[src/rtl/dvs_fifo_bus_arbiter.sv]
// dvs_fifo_bus_arbiter
// Round-robin owner selection for the single DVS event FIFO read port.
// One consumer at a time gets a grant pulse; only its rd_en reaches the FIFO,
// then the bus is held for one capture cycle before re-arbitration.
// Optional WAIT_RD watchdog: define DVS_FIFO_ARB_WATCHDOG_EN to enable it.
module dvs_fifo_bus_arbiter #(
    parameter int NUM_REQ        = 4,
    parameter int TIMEOUT_CYCLES = 8
) (
    input  logic                       clk,
    input  logic                       rst_n,
    input  logic [NUM_REQ-1:0]         req,
    input  logic [NUM_REQ-1:0]         rd_en,
    input  logic                       fifo_empty,
    output logic [NUM_REQ-1:0]         grant,
    output logic                       fifo_rd_en,
    output logic [$clog2(NUM_REQ)-1:0] owner,
    output logic                       busy,
    output logic                       protocol_err,
    output logic                       timeout
);

    localparam int IDX_W = $clog2(NUM_REQ);
    localparam int SUM_W = IDX_W + 1;

    typedef enum logic [1:0] {
        ST_IDLE    = 2'd0,
        ST_GRANT   = 2'd1,
        ST_WAIT_RD = 2'd2,
        ST_HOLD    = 2'd3
    } state_t;

    state_t               state_r;
    state_t               state_s;
    logic [IDX_W-1:0]     owner_r;
    logic [IDX_W-1:0]     rr_ptr_r;
    logic [IDX_W-1:0]     pick_s;
    logic [NUM_REQ-1:0]   grant_r;
    logic                 busy_r;
    logic                 perr_r;
    logic                 timeout_r;
    logic [NUM_REQ-1:0]   owner_mask_s;
    logic                 owner_rd_s;
    logic                 stray_s;
    logic                 expire_s;
    logic                 accept_s;

    // (base + off) modulo NUM_REQ; both operands are already below NUM_REQ
    function automatic logic [IDX_W-1:0] wrap_add(input logic [IDX_W-1:0] base,
                                                  input logic [SUM_W-1:0] off);
        logic [SUM_W-1:0] sum;
        sum = {1'b0, base} + off;
        if (sum >= SUM_W'(NUM_REQ)) begin
            sum = sum - SUM_W'(NUM_REQ);
        end else begin
            sum = sum;
        end
        return sum[IDX_W-1:0];
    endfunction

    // Only the owner's read is legal, and only while waiting for it
    assign owner_mask_s = (state_r == ST_WAIT_RD) ? (NUM_REQ'(1) << owner_r) : {NUM_REQ{1'b0}};
    assign owner_rd_s   = |(rd_en & owner_mask_s);
    assign stray_s      = |(rd_en & ~owner_mask_s);
    assign accept_s     = (state_r == ST_IDLE) && (state_s == ST_GRANT);

`ifdef DVS_FIFO_ARB_WATCHDOG_EN
    localparam int CNT_W = $clog2(TIMEOUT_CYCLES + 1);
    logic [CNT_W-1:0] wd_cnt_r;

    assign expire_s = (state_r == ST_WAIT_RD) && !owner_rd_s &&
                      (wd_cnt_r == CNT_W'(TIMEOUT_CYCLES - 1));

    // Count cycles spent in WAIT_RD; cleared whenever the FSM is elsewhere
    always_ff @(posedge clk or negedge rst_n) begin
        if (!rst_n) begin
            wd_cnt_r <= {CNT_W{1'b0}};
        end else if ((state_r == ST_WAIT_RD) && (state_s == ST_WAIT_RD)) begin
            wd_cnt_r <= wd_cnt_r + CNT_W'(1);
        end else begin
            wd_cnt_r <= {CNT_W{1'b0}};
        end
    end
`else
    assign expire_s = 1'b0;
`endif

    // Round-robin pick: lowest offset from rr_ptr with a pending request wins
    always_comb begin
        pick_s = rr_ptr_r;
        for (int k = NUM_REQ - 1; k >= 0; k--) begin
            pick_s = req[wrap_add(rr_ptr_r, SUM_W'(k))] ? wrap_add(rr_ptr_r, SUM_W'(k)) : pick_s;
        end
    end

    // Next-state logic
    always_comb begin
        state_s = state_r;
        case (state_r)
            ST_IDLE: begin
                if ((|req) && !fifo_empty) begin
                    state_s = ST_GRANT;
                end else begin
                    state_s = ST_IDLE;
                end
            end
            ST_GRANT: state_s = ST_WAIT_RD;
            ST_WAIT_RD: begin
                if (owner_rd_s) begin
                    state_s = ST_HOLD;
                end else if (expire_s) begin
                    state_s = ST_IDLE;
                end else begin
                    state_s = ST_WAIT_RD;
                end
            end
            ST_HOLD: state_s = ST_IDLE;
            default: state_s = ST_IDLE;
        endcase
    end

    // FSM state, ownership, round-robin pointer and registered outputs
    always_ff @(posedge clk or negedge rst_n) begin
        if (!rst_n) begin
            state_r   <= ST_IDLE;
            owner_r   <= {IDX_W{1'b0}};
            rr_ptr_r  <= {IDX_W{1'b0}};
            grant_r   <= {NUM_REQ{1'b0}};
            busy_r    <= 1'b0;
            perr_r    <= 1'b0;
            timeout_r <= 1'b0;
        end else begin
            state_r   <= state_s;
            busy_r    <= (state_s != ST_IDLE);
            perr_r    <= perr_r | stray_s;
            timeout_r <= expire_s;
            if (accept_s) begin
                owner_r <= pick_s;
                grant_r <= NUM_REQ'(1) << pick_s;
            end else begin
                owner_r <= owner_r;
                grant_r <= {NUM_REQ{1'b0}};
            end
            // A completed or abandoned read moves priority past the owner
            if ((state_r == ST_WAIT_RD) && (owner_rd_s || expire_s)) begin
                rr_ptr_r <= wrap_add(owner_r, SUM_W'(1));
            end else begin
                rr_ptr_r <= rr_ptr_r;
            end
        end
    end

    assign grant        = grant_r;
    assign fifo_rd_en   = owner_rd_s;
    assign owner        = owner_r;
    assign busy         = busy_r;
    assign protocol_err = perr_r;
    assign timeout      = timeout_r;

endmodule

[config.mk]
export PLATFORM = sky130hd
export DESIGN_NAME = dvs_fifo_bus_arbiter
export DESIGN_NICKNAME = d
export VERILOG_FILES = /design/src/rtl/dvs_fifo_bus_arbiter.sv
export SDC_FILE = /design/constraint.sdc
export NUM_CORES = 1
export LEC_CHECK = 0
export BUFFER_PORTS_ARGS = -buffer_cell sky130_fd_sc_hd__clkbuf_2
export CAP_MARGIN = 20
export CELL_PAD_IN_SITES_DETAIL_PLACEMENT = 1
export CELL_PAD_IN_SITES_GLOBAL_PLACEMENT = 2
export CORE_MARGIN = 2
export CORE_UTILIZATION = 27
export CTS_CLUSTER_DIAMETER = 40
export DETAILED_ROUTE_END_ITERATION = 8
export PLACE_DENSITY = 0.75
export SYNTH_ARGS = -nofsm -noshare
export SYNTH_HDL_FRONTEND = slang
export SYNTH_SLANG_ARGS = --single-unit
[constraint.sdc]
create_clock -name clk -period 1.5 [get_ports clk]
set_input_delay 0.075 -clock clk [delete_from_list [all_inputs] [get_ports clk]]
set_output_delay 0.075 -clock clk [all_outputs]
set_load 0.1 [all_outputs]
; Word-level counts from Yosys, hierarchy flattened
; Cells that the tools add are included.
[word_totals]
ff_bits = 12
latchBits = 0
ramBits = 0
rom_bits = 0
output_inout_bits = 10
elab_cells = 65
memories = 0
[classes]
n_addsub = 9
mul = 0
n_div = 0
n_lt_le_gt_ge = 9
eq_ne = 4
shift = 2
muxes = 22
bitwise = 4
reduce_logical = 9
[op_table]
columns = op, n
row1 = 2-bit 2-to-1 mux, 9
row2 = "3-bit greater-or-equal comparator, second input constant", 4
row3 = "2-bit by 3-bit < comparator with 1-bit output, second input constant", 4
row4 = 4-bit OR reduction, 3
row5 = "2-bit by 1-bit subtractor with 2-bit output, second input constant", 5
row6 = 4-bit AND, 2
row7 = 1-bit binary-select mux with 2-bit select, 4
row8 = 4-bit 2-to-1 mux, 2
row9 = 2-bit case mux with 4 select lines, 1
row10 = "1-bit by 2-bit << shifter with 4-bit output, first input constant", 2
row11 = "2-bit by 1-bit adder with 3-bit output, second input constant", 2
row12 = "2-bit by 2-bit adder with 3-bit output, second input constant", 2
row13 = 1-bit 2-to-1 mux, 6
row14 = "2-bit by 1-bit equality test with 1-bit output, second input constant", 2
row15 = "2-bit equality test, second input constant", 2
row16 = 4-bit NOT, 1
row17 = "2-bit by 3-bit greater-or-equal comparator with 1-bit output, second input constant", 1
row18 = 1-bit logical AND, 3
row19 = 2-bit logical NOT, 1
row20 = 2-bit nonzero test, 1
row21 = 1-bit logical NOT, 1
row22 = 1-bit bitwise OR, 1

; Logic depth before layout (Yosys ltp)
[depth]
ltp_word = 11
depth_mapped = 6

; Worst setup path after synthesis
; Ideal clock, no wire load.
[synth_timing]
path_kind = register to output
startpoint = reg owner_r[0] (netlist: owner[0])
endpoint = out fifo_rd_en
arrival_time_ns = 2.296
required_time_ns = 1.425
setup_slack_ns = -0.871
path_stages_with_launch = 6
n_path_buf = 0
cell_sequence = dfrtp_1 -> inv_1 -> ha_1 -> a22o_1 -> o21ai_1 -> inv_1
[synth_between]
elab_chain_cells = 4
[synth_lines]
columns = item, line
row1 = from (decl), 35  ; logic [IDX_W-1:0] owner_r;
row2 = from (signal assigned), 126  ; owner_r <= {IDX_W{1'b0}};
row3 = from (signal assigned), 138  ; owner_r <= pick_s;
row4 = from (signal assigned), 141  ; owner_r <= owner_r;
row5 = 1-bit by 2-bit << shifter with 4-bit output, 62  ; assign owner_mask_s = (state_r == ST_WAIT_RD) ? (NUM_REQ'(1) << owner_r) : {NUM_REQ{1'b0}};
row6 = 4-bit 2-to-1 mux, 62
row7 = 4-bit AND, 63  ; assign owner_rd_s = |(rd_en & owner_mask_s);
row8 = 4-bit OR reduction, 63
row9 = to (decl), 16  ; output logic fifo_rd_en,
; No other way between the ends.

; Worst setup path after layout
; Ends and elaborated chain as after synthesis.

==> metrics.cfg <==
[status]
outcome=finished with violations
violations=setup timing

[clock_tree]
cts.htree.levels=1
insertion_delay_ns=0.28
cts_max_path_buffers=2
cts_sinks=12
cts_tree=done
clk_pin_slew_ns=0.08
cts_root_buf=clkbuf_4
numCtsBuffers=3

[worst_setup_path]
startpoint_type=flop
critPathKind=flop to primary output
cp.arrival_ns=1.69
critPathMaxFanout=5
cp.required_ns=1.42
cp-end-kind=primary output

[route]
drt_iter0_markers=9
antenna_left=0
post-route-drc-count=0
drt-total-wl_um=1630
vias_per_cell=4.74
dr.pass1.iters=4
vias=597
wl_per_cell_um=13.0

[sta]
finalWorstSetupSlack_ns=-0.270
rsz0062_at_grt=true
finalHoldViolations=0
min_period_ns=1.77
finalMaxSlewViolations=0
tightestPinTransition_ns=0.542
finalCritPeriodShare=1.18
setup_tns_ns=-0.638
fin_skew_ns=0.00208
slew_headroom=0.640
setup-violations-final=3
fmax_ghz=0.565

[synth]
synth_warnings=0
synth_area_per_cell_sq_um=11.0
netlist_area_sq_um=723
ys_seq_area_frac=0.415
postSynthNetCount=83
syn_inst=66
synth-seq-cells=12
synth.distinct_cells=29

[power]
irDropWorstVdd_uv=1180
p_leak_nw=0.463
powerDensity_nw_per_um2=2310
totalPowerFinal_mw=2.43

[grt]
grt_first_pass_wirelength_um=2790
grt_max_degree=13
track_usage=0.115
antenna_found_initial=0
grt_overflow=0
grt_pass1_vias=651

[place]
place_ws_ns=-0.142
placed_cell_area_sq_um=943
io_buffers=19
hpwl_um=1310
routabilityCongestion=0.746

[min_path]
hold_class=input pin to flop

[die]
die_w_um=55.8
rows=18
num_io_pins=21
core-area_sq_um=2500
die_area_sq_um=3110
initial_core_util=0.289
dieHeight_um=55.8

[finish]
n_antenna_cell=0
syn2layout_area_growth_pct=45.5
layout-drive-gt1-share=0.552
final-seq-area_sq_um=309
final_net_count=114
final_util=0.421
multi_input_area_sq_um=464
fillerInstances=282
stdcell_area_sq_um=1050

[flow_run]
drv_cap=0

-- cell usage in the layout, fill, tap and decap left out, types with 2 or more instances in the layout --
master    synthesis  routed
dfrtp_1          12       9
a22o_1            2       2
nor2b_1           2       2
ha_4              0       4
a21oi_1           2       2
o22ai_1           3       3
clkbuf_4          0       3
nand2_1           6       6
o21ai_4           0       2
nor2_1            2       2
clkbuf_2          0      18
inv_1             7       2
inv_2             0       3
buf_4             1       7
nor2_2            2       2
nand2b_1          2       2
and3_1            2       2
dfrtp_4           0       2
-- registers in the layout, indices dropped and copies added (netlist names) --
| signal | count |
|---|---|
| grant | 4 |
| owner | 2 |
| rr_ptr_r | 2 |
| state_r | 2 |
| busy | 1 |
| protocol_err | 1 |
-- worst paths after layout --
| check | startpoint | end | slack [ns] | depth (start not counted) |
|---|---|---|---|---|
| worst min-delay path | rd_en[3] | protocol_err$_DFF_PN0_ | 0.03 | 3 |
| max in group asynchronous | rst_n | owner[0]$_DFFE_PN0P_ | 1.04 | 2 |
| min in group asynchronous | rst_n | protocol_err$_DFF_PN0_ | 0.20 | 2 |
| worst max register to register | owner[0]$_DFFE_PN0P_ | rr_ptr_r[1]$_DFFE_PN0P_ | -0.19 | 6 |
| worst min register to register | protocol_err$_DFF_PN0_ | protocol_err$_DFF_PN0_ | 0.48 | 2 |
| worst max-delay path | owner[0]$_DFFE_PN0P_ | fifo_rd_en | -0.27 | 6 |
-- critical path, cell delays in order (launching register included) --
cell and delay, ns:
dfrtp_4 0.47, inv_4 0.06, ha_4 0.15, a22o_1 0.23
o21ai_4 0.19, clkinvlp_4 0.13, buf_12 0.17
-- per-layer routing --
| metal | vias to the layer above | track usage | routed length [um] |
|---|---|---|---|
| li1 | 289 | - | - |
| met1 | 285 | 0.131 | 661 |
| met2 | 18 | 0.201 | 847 |
| met3 | 5 | 0.0233 | 84 |
| met4 | 0 | 0.0627 | 39 |
| met5 | - | 0 | 0 |
-- what timing repair did --
action                     CTS  global route
pin swaps                    3             5
hold endpoints to repair    12             0
gates cloned                 0             0
gates resized for setup      4             5
hold buffers                 1             0
setup endpoints to repair    7            12
setup buffers                2             0
-- stage by stage --
| stage | hold slack [ns] | std cells |
|---|---|---|
| 3_3_place_gp | -0.0287 | 119 |
| 2_1_floorplan | -0.221 | 66 |
| 3_5_place_dp | -0.0167 | 119 |
| 4_1_cts | 0.0165 | 126 |
| 5_1_grt | 0.0311 | 126 |
| 6_report | 0.0295 | 126 |
-- final cells by class --
cell class / count / area share
clock buffer: 4 / 0.0345
timing repair buffer: 27 / 0.164
tap: 30 / 0.0357
multi-input combinational: 46 / 0.441
inverter: 7 / 0.0309
sequential: 12 / 0.294
-- power breakdown --
| group | internal [mW] | switching, mW | total, mW |
|---|---|---|---|
| Clock | 0.148 | 0.114 | 0.262 |
| Combinational | 0.603 | 0.988 | 1.59 |
| Sequential | 0.454 | 0.124 | 0.577 |
-- kinds of logic (layout without fill, tap and decap cells) --
family / after synthesis / count (layout) / synth area share
fa+ha+maj: 6 / 6 / 0.104
other cells: 1 / 1 / 0.00519
compound gates: 15 / 15 / 0.173
mux: 3 / 3 / 0.0502
buf+inv: 8 / 38 / 0.0467
flops: 12 / 12 / 0.415
simple gates: 21 / 21 / 0.206
-- synthesized netlist by cell type --
library cell | n | area [sq um]
nor2_2 | 2 | 12.5
nor2b_4 | 1 | 13.8
nor2_1 | 2 | 7.51
mux2_4 | 1 | 15.0
o21ai_0 | 1 | 5.00
a2111oi_4 | 1 | 27.5
a21oi_1 | 2 | 10.0
nor4b_4 | 1 | 23.8
or2_1 | 1 | 6.26
ha_1 | 6 | 75.1
o22ai_1 | 3 | 18.8
mux2_1 | 1 | 11.3
conb_1 | 1 | 3.75
buf_4 | 1 | 7.51
a221o_1 | 1 | 10.0
o21ai_1 | 2 | 10.0
nor3b_2 | 1 | 12.5
nand2_1 | 6 | 22.5
o21a_1 | 1 | 7.51
nor4_2 | 1 | 12.5
nor2b_1 | 2 | 12.5
dfrtp_1 | 12 | 300
inv_1 | 7 | 26.3
and3_1 | 2 | 12.5
a221oi_1 | 1 | 8.76
a22o_1 | 2 | 17.5
mux2i_1 | 1 | 10.0
a222oi_1 | 1 | 10.0
nand2b_1 | 2 | 12.5
Note: power is estimated with default switching activity, not from simulation.
